==> src/rtl/keypad_scan_ctrl_pkg.sv <==
// Shared types, row constants and defaults for the 4x4 keypad row-scanning controller.
package keypad_pkg;

  typedef enum logic [1:0] {
    SCAN     = 2'd0,
    DEBOUNCE = 2'd1,
    HELD     = 2'd2,
    RELEASE  = 2'd3
  } kp_state_e;

  localparam logic [3:0] ROW0 = 4'b0001;
  localparam logic [3:0] ROW1 = 4'b0010;
  localparam logic [3:0] ROW2 = 4'b0100;
  localparam logic [3:0] ROW3 = 4'b1000;

  localparam int unsigned SCAN_DIV_DEF       = 1000;
  localparam int unsigned DEBOUNCE_TICKS_DEF = 4;
  localparam int unsigned REPEAT_TICKS_DEF   = 64;

  function automatic logic is_onehot4(input logic [3:0] v);
    return (v != 4'b0000) && ((v & (v - 4'd1)) == 4'b0000);
  endfunction

  // An illegal (non-one-hot) row value recovers to ROW0.
  function automatic logic [3:0] next_row(input logic [3:0] r);
    case (r)
      ROW0:    return ROW1;
      ROW1:    return ROW2;
      ROW2:    return ROW3;
      default: return ROW0;
    endcase
  endfunction

endpackage

==> src/rtl/keypad_scan_ctrl_if.sv <==
// Keypad-side signal bundle: row drive / column sense plus the accepted-key outputs.
interface keypad_if;
  logic [3:0] col_sense;
  logic [3:0] row_drive;
  logic [3:0] key_row;
  logic [3:0] key_col;
  logic       key_valid;
  logic       key_strobe;

  modport master (
    input  col_sense,
    output row_drive, key_row, key_col, key_valid, key_strobe
  );

  modport slave (
    output col_sense,
    input  row_drive, key_row, key_col, key_valid, key_strobe
  );
endinterface

==> src/rtl/keypad_scan_timer.sv <==
// Free-running divider 0..SCAN_DIV-1; tick_o is high in the cycle the count is SCAN_DIV-1.
module keypad_scan_timer
  import keypad_pkg::*;
#(
  parameter int unsigned SCAN_DIV = SCAN_DIV_DEF
) (
  input  logic clk,
  input  logic rst,
  output logic tick_o
);

  localparam int unsigned   CW   = (SCAN_DIV > 2) ? $clog2(SCAN_DIV) : 1;
  localparam logic [CW-1:0] LAST = CW'(SCAN_DIV - 1);

  logic [CW-1:0] div_q, div_d;

  always_comb begin
    div_d = (div_q == LAST) ? '0 : div_q + CW'(1);
  end

  always_ff @(posedge clk or posedge rst) begin
    if (rst) div_q <= '0;
    else     div_q <= div_d;
  end

  assign tick_o = (div_q == LAST);

endmodule

==> src/rtl/keypad_scan_ctrl.sv <==
// 4x4 keypad row scanner with column debounce and one-hot key outputs.
// Define KEYPAD_AUTOREPEAT_EN to emit a repeat strobe every REPEAT_TICKS held ticks.
module keypad_scan_ctrl
  import keypad_pkg::*;
#(
  parameter int unsigned SCAN_DIV       = SCAN_DIV_DEF,
  parameter int unsigned DEBOUNCE_TICKS = DEBOUNCE_TICKS_DEF,
  parameter int unsigned REPEAT_TICKS   = REPEAT_TICKS_DEF
) (
  input  logic     clk,
  input  logic     rst,
  keypad_if.master kp
);

  if (SCAN_DIV < 2 || DEBOUNCE_TICKS < 1 || REPEAT_TICKS < 1) begin : g_param_err
    $error("keypad_scan_ctrl: SCAN_DIV must be >= 2, tick counts >= 1");
  end

  localparam int unsigned   DW  = $clog2(DEBOUNCE_TICKS + 1);
  localparam logic [DW-1:0] DEB = DW'(DEBOUNCE_TICKS);

  function automatic logic [DW-1:0] sat_inc(input logic [DW-1:0] v);
    return (v == DEB) ? v : v + DW'(1);
  endfunction

  logic [3:0] cs_meta_q, cs_q;
  logic       tick;

  kp_state_e     state_q, state_d;
  logic [3:0]    row_q, row_d;
  logic [3:0]    cand_row_q, cand_row_d;
  logic [3:0]    cand_col_q, cand_col_d;
  logic [DW-1:0] cnt_q, cnt_d, cnt_inc;
  logic [3:0]    key_row_q, key_row_d;
  logic [3:0]    key_col_q, key_col_d;
  logic          valid_q, valid_d;
  logic          strobe_q, strobe_d;

`ifdef KEYPAD_AUTOREPEAT_EN
  localparam int unsigned   RW  = $clog2(REPEAT_TICKS + 1);
  localparam logic [RW-1:0] REP = RW'(REPEAT_TICKS);
  logic [RW-1:0] rep_q, rep_d, rep_inc;
  assign rep_inc = rep_q + RW'(1);
`endif

  always_ff @(posedge clk or posedge rst) begin
    if (rst) begin
      cs_meta_q <= '0;
      cs_q      <= '0;
    end else begin
      cs_meta_q <= kp.col_sense;
      cs_q      <= cs_meta_q;
    end
  end

  keypad_scan_timer #(.SCAN_DIV(SCAN_DIV)) u_timer (
    .clk    (clk),
    .rst    (rst),
    .tick_o (tick)
  );

  assign cnt_inc = sat_inc(cnt_q);

  always_comb begin
    state_d    = state_q;
    row_d      = row_q;
    cand_row_d = cand_row_q;
    cand_col_d = cand_col_q;
    cnt_d      = cnt_q;
    key_row_d  = key_row_q;
    key_col_d  = key_col_q;
    valid_d    = valid_q;
    strobe_d   = 1'b0;
`ifdef KEYPAD_AUTOREPEAT_EN
    rep_d      = rep_q;
`endif
    if (tick) begin
      case (state_q)
        SCAN: begin
          // Multi-bit columns (ghosting / two keys) count as no key.
          if (is_onehot4(cs_q)) begin
            cand_row_d = row_q;
            cand_col_d = cs_q;
            cnt_d      = '0;
            state_d    = DEBOUNCE;
          end else begin
            row_d = next_row(row_q);
          end
        end
        DEBOUNCE: begin
          if (cs_q == cand_col_q) begin
            cnt_d = cnt_inc;
            if (cnt_inc == DEB) begin
              state_d   = HELD;
              key_row_d = cand_row_q;
              key_col_d = cand_col_q;
              valid_d   = 1'b1;
              strobe_d  = 1'b1;
`ifdef KEYPAD_AUTOREPEAT_EN
              rep_d     = '0;
`endif
            end
          end else begin
            state_d = SCAN;
            row_d   = next_row(row_q);
          end
        end
        HELD: begin
          if (cs_q != cand_col_q) begin
            state_d = RELEASE;
            cnt_d   = '0;
          end
`ifdef KEYPAD_AUTOREPEAT_EN
          else if (rep_inc == REP) begin
            strobe_d = 1'b1;
            rep_d    = '0;
          end else begin
            rep_d = rep_inc;
          end
`endif
        end
        RELEASE: begin
          if (cs_q == 4'b0000) begin
            cnt_d = cnt_inc;
            if (cnt_inc == DEB) begin
              valid_d   = 1'b0;
              key_row_d = '0;
              key_col_d = '0;
              state_d   = SCAN;
              row_d     = next_row(row_q);
            end
          end else if (cs_q == cand_col_q) begin
            state_d = HELD;
`ifdef KEYPAD_AUTOREPEAT_EN
            rep_d   = '0;
`endif
          end else begin
            cnt_d = '0;
          end
        end
        default: state_d = SCAN;
      endcase
    end
  end

  always_ff @(posedge clk or posedge rst) begin
    if (rst) begin
      state_q   <= SCAN;
      row_q     <= ROW0;
      cnt_q     <= '0;
      key_row_q <= '0;
      key_col_q <= '0;
      valid_q   <= 1'b0;
      strobe_q  <= 1'b0;
`ifdef KEYPAD_AUTOREPEAT_EN
      rep_q     <= '0;
`endif
    end else begin
      state_q   <= state_d;
      row_q     <= row_d;
      cnt_q     <= cnt_d;
      key_row_q <= key_row_d;
      key_col_q <= key_col_d;
      valid_q   <= valid_d;
      strobe_q  <= strobe_d;
`ifdef KEYPAD_AUTOREPEAT_EN
      rep_q     <= rep_d;
`endif
    end
  end

  // Candidate key is only consulted after a capture, so it needs no reset.
  always_ff @(posedge clk) begin
    cand_row_q <= cand_row_d;
    cand_col_q <= cand_col_d;
  end

  assign kp.row_drive  = row_q;
  assign kp.key_row    = key_row_q;
  assign kp.key_col    = key_col_q;
  assign kp.key_valid  = valid_q;
  assign kp.key_strobe = strobe_q;

endmodule

==> src/flat_wrapper.sv <==
// flat-port wrapper written by rule: the top's interface ports become plain ports
module keypad_scan_ctrl_flat import keypad_pkg::*;
#(
  parameter int unsigned SCAN_DIV       = SCAN_DIV_DEF,
  parameter int unsigned DEBOUNCE_TICKS = DEBOUNCE_TICKS_DEF,
  parameter int unsigned REPEAT_TICKS   = REPEAT_TICKS_DEF
)
  (clk, rst, kp_col_sense, kp_row_drive, kp_key_row, kp_key_col, kp_key_valid, kp_key_strobe);
  keypad_if kp_i ();
  input  logic clk;
  input  logic rst;
  input wire logic [$bits(kp_i.col_sense)-1:0] kp_col_sense;
  output wire logic [$bits(kp_i.row_drive)-1:0] kp_row_drive;
  output wire logic [$bits(kp_i.key_row)-1:0] kp_key_row;
  output wire logic [$bits(kp_i.key_col)-1:0] kp_key_col;
  output wire logic [$bits(kp_i.key_valid)-1:0] kp_key_valid;
  output wire logic [$bits(kp_i.key_strobe)-1:0] kp_key_strobe;
  assign kp_i.col_sense = kp_col_sense;
  assign kp_row_drive = kp_i.row_drive;
  assign kp_key_row = kp_i.key_row;
  assign kp_key_col = kp_i.key_col;
  assign kp_key_valid = kp_i.key_valid;
  assign kp_key_strobe = kp_i.key_strobe;
  keypad_scan_ctrl #(.SCAN_DIV(SCAN_DIV), .DEBOUNCE_TICKS(DEBOUNCE_TICKS), .REPEAT_TICKS(REPEAT_TICKS)) u_core (.clk(clk), .rst(rst), .kp(kp_i));
endmodule
==> config.mk <==
export PLATFORM = sky130hd
export DESIGN_NAME = keypad_scan_ctrl_flat
export DESIGN_NICKNAME = d
export VERILOG_FILES = /design/src/rtl/keypad_scan_ctrl_pkg.sv /design/src/rtl/keypad_scan_ctrl_if.sv /design/src/rtl/keypad_scan_timer.sv /design/src/rtl/keypad_scan_ctrl.sv /design/src/flat_wrapper.sv
export SDC_FILE = /design/constraint.sdc
export NUM_CORES = 1
export LEC_CHECK = 0
export CAP_MARGIN = 20
export CORE_MARGIN = 5
export CORE_UTILIZATION = 47
export DETAILED_ROUTE_END_ITERATION = 10
export HOLD_SLACK_MARGIN = 0.08
export PLACE_DENSITY_LB_ADDON = 0.2
export SETUP_SLACK_MARGIN = 0.3
export SYNTH_ARGS = -nofsm -noshare
export SYNTH_HDL_FRONTEND = slang
export SYNTH_SLANG_ARGS = --single-unit
==> constraint.sdc <==
create_clock -name clk -period 3.1 [get_ports clk]
set_input_delay 0.62 -clock clk [delete_from_list [all_inputs] [get_ports clk]]
set_output_delay 0.62 -clock clk [all_outputs]
set_load 0.01 [all_outputs]
==> flow_results.org <==
** Routing
- For this block, the routed nets add up to 3.73 mm of wire.
- DRT Pass-1 Iters :: 4
- In this run, the number of DRC markers left after iteration 0 of detailed routing was 104.
- The detail route stage leaves a number of antenna-violating nets equal to 0.
- Routed wire length per instance :: approximately 15 µm
- Post-route DRC :: 0
- Vias per std cell :: 5.39
- Routed vias :: 1,370

** Floorplan
- Horizontal die dimension :: 76.7 µm
- Die area :: 0.00588 mm²
- Num rows :: 24
- Die height :: between 70 and 80 µm
- 20 I/O pins were placed.
- Core Footprint :: 0.00432 mm²
- The initial utilization of the core area, before any placement, comes to 48.3%.

** Synth
- Counting flops with an async set or reset pin after synthesis yields a share of roughly 82%.
- Of the synthesized area, sequential elements account for 55.9%.
- Number of unique standard cell types used by synthesis :: 48
- Most area-consuming cells after synthesis :: sky130_fd_sc_hd__dfrtp_1 (43%), sky130_fd_sc_hd__edfxtp_1 (11%), sky130_fd_sc_hd__mux2i_1 (4.3%)
- Area share of the largest cell type after synthesis :: approximately 43%
- In this run the mean area of a mapped cell was 11.9 µm².
- The Yosys step of the flow raised 0 warnings.
- In the synthesized netlist, the number of instances is 176.
- Syn nets :: 185
- In this run, synthesis inferred 8 flip-flops with an integrated enable.
- Most common flop cell mapped by yosys :: sky130_fd_sc_hd__dfrtp_1
- Number of register bits inferred by synthesis :: 45
- Netlist Area Pre-Place :: around 0.0021 mm²
- Cell taking the most area after synthesis :: sky130_fd_sc_hd__dfrtp_1

** Setup path
- Register-to-Register Path Depth :: 8
- Crit Path Category :: flip-flop to flip-flop
- The worst setup path is captured at a flip-flop.
- The worst setup path is launched from a flip-flop.
- Along the worst path, the maximum fanout reaches 9.
- STA puts the critical path data arrival time at 2660 ps.
- Data on the critical path is required at its endpoint by 3290 ps.

** Timing
- Setup slack closes at ~630 ps.
- Final period util :: 79.6%
- Post-Route Skew :: 10.0 ps
- Transition at the pin with the smallest max-transition slack :: 618 ps
- Unrepaired setup endpoints after global routing :: no
- Setup violations remaining at the end of the flow were counted as 0.
- The count of final max-slew check failures is 0.
- Number of hold-slack violations in the final timing report :: 0
- The clock period could shrink to 2470 ps.
- Maximum achievable frequency :: 405 MHz
- In the final timing run, aggregate negative setup slack is 0 ps.
- Worst rel slew slack :: roughly 59%

** Clocking
- The clock passes through at most 2 buffers.
- Buffers added to address setup during post-CTS repair amount to 0.
- After clock tree synthesis, the clock-pin slew on the worst setup and hold paths is 90 ps.
- Once the clock tree was built, the resizer swapped 0 gates to a different size.
- Maximum level of the CTS H-tree :: 2
- The tree built by TritonCTS fans out to 45 sinks.
- Root buffer cell :: sky130_fd_sc_hd__clkbuf_8
- At the later pin of the worst-skew pair, clock insertion delay measures 300 ps.
- Clock tree from TritonCTS :: yes
- Number of buffers inserted during clock tree synthesis :: 5
- Number of hold buffers added after cts :: 0

** Global route
- Number of global-route vias before repair :: 1,371
- Wire length of the first global-routing pass :: 6.52 mm
- In the global route stage, overall resource usage came out at 13.5%.
- GRT Residual Overflow :: 0
- The initial antenna violation count was 0.
- Entering global routing, the biggest net connects 38 pins.

** Power
- Switching portion of total power :: 22.0%
- Across the VDD grid, the largest voltage drop is ~0.22 mV.
- Total Power Consumption :: 995 µW
- P_int :: around 780 µW
- Switching power total :: 219 µW
- The share of total power dissipated in sequential elements is between 60 and 70%.
- Summed over all cells, the static leakage comes to 0.00101 µW.
- Combinational cell fraction of total power :: 2.7%
- Power spread over the standard cell area amounts to 412 mW/mm².
- The clock network burns 35.8% of the power.

** Placed design
- Including well taps, the total number of placed cells is 246.
- Placement Cell Area :: 0.00233 mm²
- Prior to clock tree synthesis, the placed netlist has a worst setup slack of about 650 ps.
- Input and output buffers added on the ports amount to 19.
- HPWL Detailed :: 2.67 mm
- At the end of routability-driven placement, the weighted congestion stood at 0.804.

** Final layout
- Summing all non-filler instances in the final layout gives an area of 0.00242 mm².
- # diodes :: 0
- Post-layout nets :: 210
- FF+latch area :: 0.00117 mm²
- Leaving out filler cells and counting taps, the final layout contains 254.
- Fill cells :: 381
- Fraction of layout cells with a size suffix above 1 :: 10.9%
- Relative to the synthesized area, the layout overhead comes to 15.7%.
- Area of combinational cells with multiple inputs :: 830 µm²

** Min path
- Along the worst hold path, the cell count comes to 0.
- Worst min-delay path category :: flip-flop to flip-flop

** Outcome
- Result of the run :: finished, final reports clean

** Run
- The tool flagged a number of max-cap violations equal to 0.
[cells by family (layout without fill, tap and decap cells)]
logic type	after synthesis	after routing	share of synthesized area (%)
simple gates	60	60	16.3
flops	45	45	55.9
compound gates	22	22	8.50
buf+inv	18	44	4.43
xor+xnor	14	14	5.87
mux	14	14	7.19
fa+ha+maj	3	3	1.80
[area by class of cell]
cell class                      instances  share of cell area [%]
Sequential cell                        45                    48.3
Clock buffer                            5                    2.85
Tap cell                               52                    2.69
Clock inverter                          3                   0.931
Inverter                               14                    2.17
Timing Repair Buffer                   22                    8.79
Multi-Input combinational cell        113                    34.3
[sequential cells by signal, indices dropped and copies added, names as in the netlist]
name                  flops
u_core.cand_col_q         4
u_core.cand_row_q         4
u_core.cnt_q              3
u_core.cs_meta_q          4
u_core.cs_q               4
u_core.kp.key_col         4
u_core.kp.key_row         4
u_core.kp.key_strobe      1
u_core.kp.key_valid       1
u_core.kp.row_drive       4
u_core.state_q            2
u_core.u_timer.div_q     10
[critical path, cell delays in order, from the launching register on]
cell	delay (ps)
sky130_fd_sc_hd__dfrtp_1	450
sky130_fd_sc_hd__inv_1	80
sky130_fd_sc_hd__ha_1	250
sky130_fd_sc_hd__or3b_1	440
sky130_fd_sc_hd__a311oi_4	380
sky130_fd_sc_hd__nand3_2	140
sky130_fd_sc_hd__a21oi_2	120
sky130_fd_sc_hd__buf_4	200
sky130_fd_sc_hd__mux2_4	310
[layer usage]
metal	global-route usage, %	up-vias	part of all wire (%)
met1	18.5	661	46
met5	0	-	0
met4	3.85	0	0.99
li1	-	672	-
met3	3.75	5	5.4
met2	20.8	32	47
[power by group through the flow]
stage               clock network (µW)  logic, µW  registers, µW
floorplan                            0       16.6            622
global placement                     0       27.0            623
detailed placement                   0       28.2            624
CTS                                377       28.4            612
global route                       399       31.4            613
finish                             356       27.2            612
[synthesized netlist by cell type (2+ instances only)]
| master | count |
|---|---|
| sky130_fd_sc_hd__dfrtp_1 | 36 |
| sky130_fd_sc_hd__nand2_1 | 16 |
| sky130_fd_sc_hd__inv_1 | 14 |
| sky130_fd_sc_hd__nand3_1 | 11 |
| sky130_fd_sc_hd__nor2_1 | 11 |
| sky130_fd_sc_hd__mux2i_1 | 9 |
| sky130_fd_sc_hd__edfxtp_1 | 8 |
| sky130_fd_sc_hd__xnor2_1 | 8 |
| sky130_fd_sc_hd__xor2_1 | 6 |
| sky130_fd_sc_hd__nor4b_1 | 5 |
| sky130_fd_sc_hd__and3_1 | 4 |
| sky130_fd_sc_hd__a21oi_1 | 3 |
| sky130_fd_sc_hd__ha_1 | 3 |
| sky130_fd_sc_hd__mux2_1 | 3 |
| sky130_fd_sc_hd__o21ai_0 | 3 |
| sky130_fd_sc_hd__a41oi_1 | 2 |
| sky130_fd_sc_hd__buf_6 | 2 |
| sky130_fd_sc_hd__or3b_1 | 2 |
[worst paths after layout]
kind                                                from                            endpoint  slack, ps
min                        u_core.cs_meta_q[2]$_DFF_PP0_            u_core.cs_q[2]$_DFF_PP0_        350
max in group asynchronous                            rst  u_core.kp.row_drive[0]$_DFFE_PP1P_       2050
min in group asynchronous                            rst  u_core.kp.row_drive[1]$_DFFE_PP0P_        710
min reg2reg                u_core.cs_meta_q[2]$_DFF_PP0_            u_core.cs_q[2]$_DFF_PP0_        350
max reg2reg                  u_core.cnt_q[0]$_DFFE_PP0P_     u_core.kp.key_valid$_DFFE_PP0P_        630
max                          u_core.cnt_q[0]$_DFFE_PP0P_     u_core.kp.key_valid$_DFFE_PP0P_        630
[placed cells by master (no fill, tap or decap), types with 4 or more instances in the layout]
cell	n
sky130_fd_sc_hd__dfrtp_1	36
sky130_fd_sc_hd__xnor2_1	8
sky130_fd_sc_hd__clkdlybuf4s50_1	19
sky130_fd_sc_hd__nor2_1	11
sky130_fd_sc_hd__mux2i_1	9
sky130_fd_sc_hd__xor2_1	6
sky130_fd_sc_hd__clkbuf_8	5
sky130_fd_sc_hd__nor4b_1	5
sky130_fd_sc_hd__nand3_1	11
sky130_fd_sc_hd__edfxtp_1	8
sky130_fd_sc_hd__and3_1	4
sky130_fd_sc_hd__inv_1	14
sky130_fd_sc_hd__nand2_1	16
[per-stage QoR]
stage	hold slack, ps	utilization [%]
2_1_floorplan	331	-
4_1_cts	358	55.9
3_3_place_gp	333	53.8
6_report	355	55.9
3_5_place_dp	338	53.8
5_1_grt	367	55.9
(Power assumes the default switching activity.)
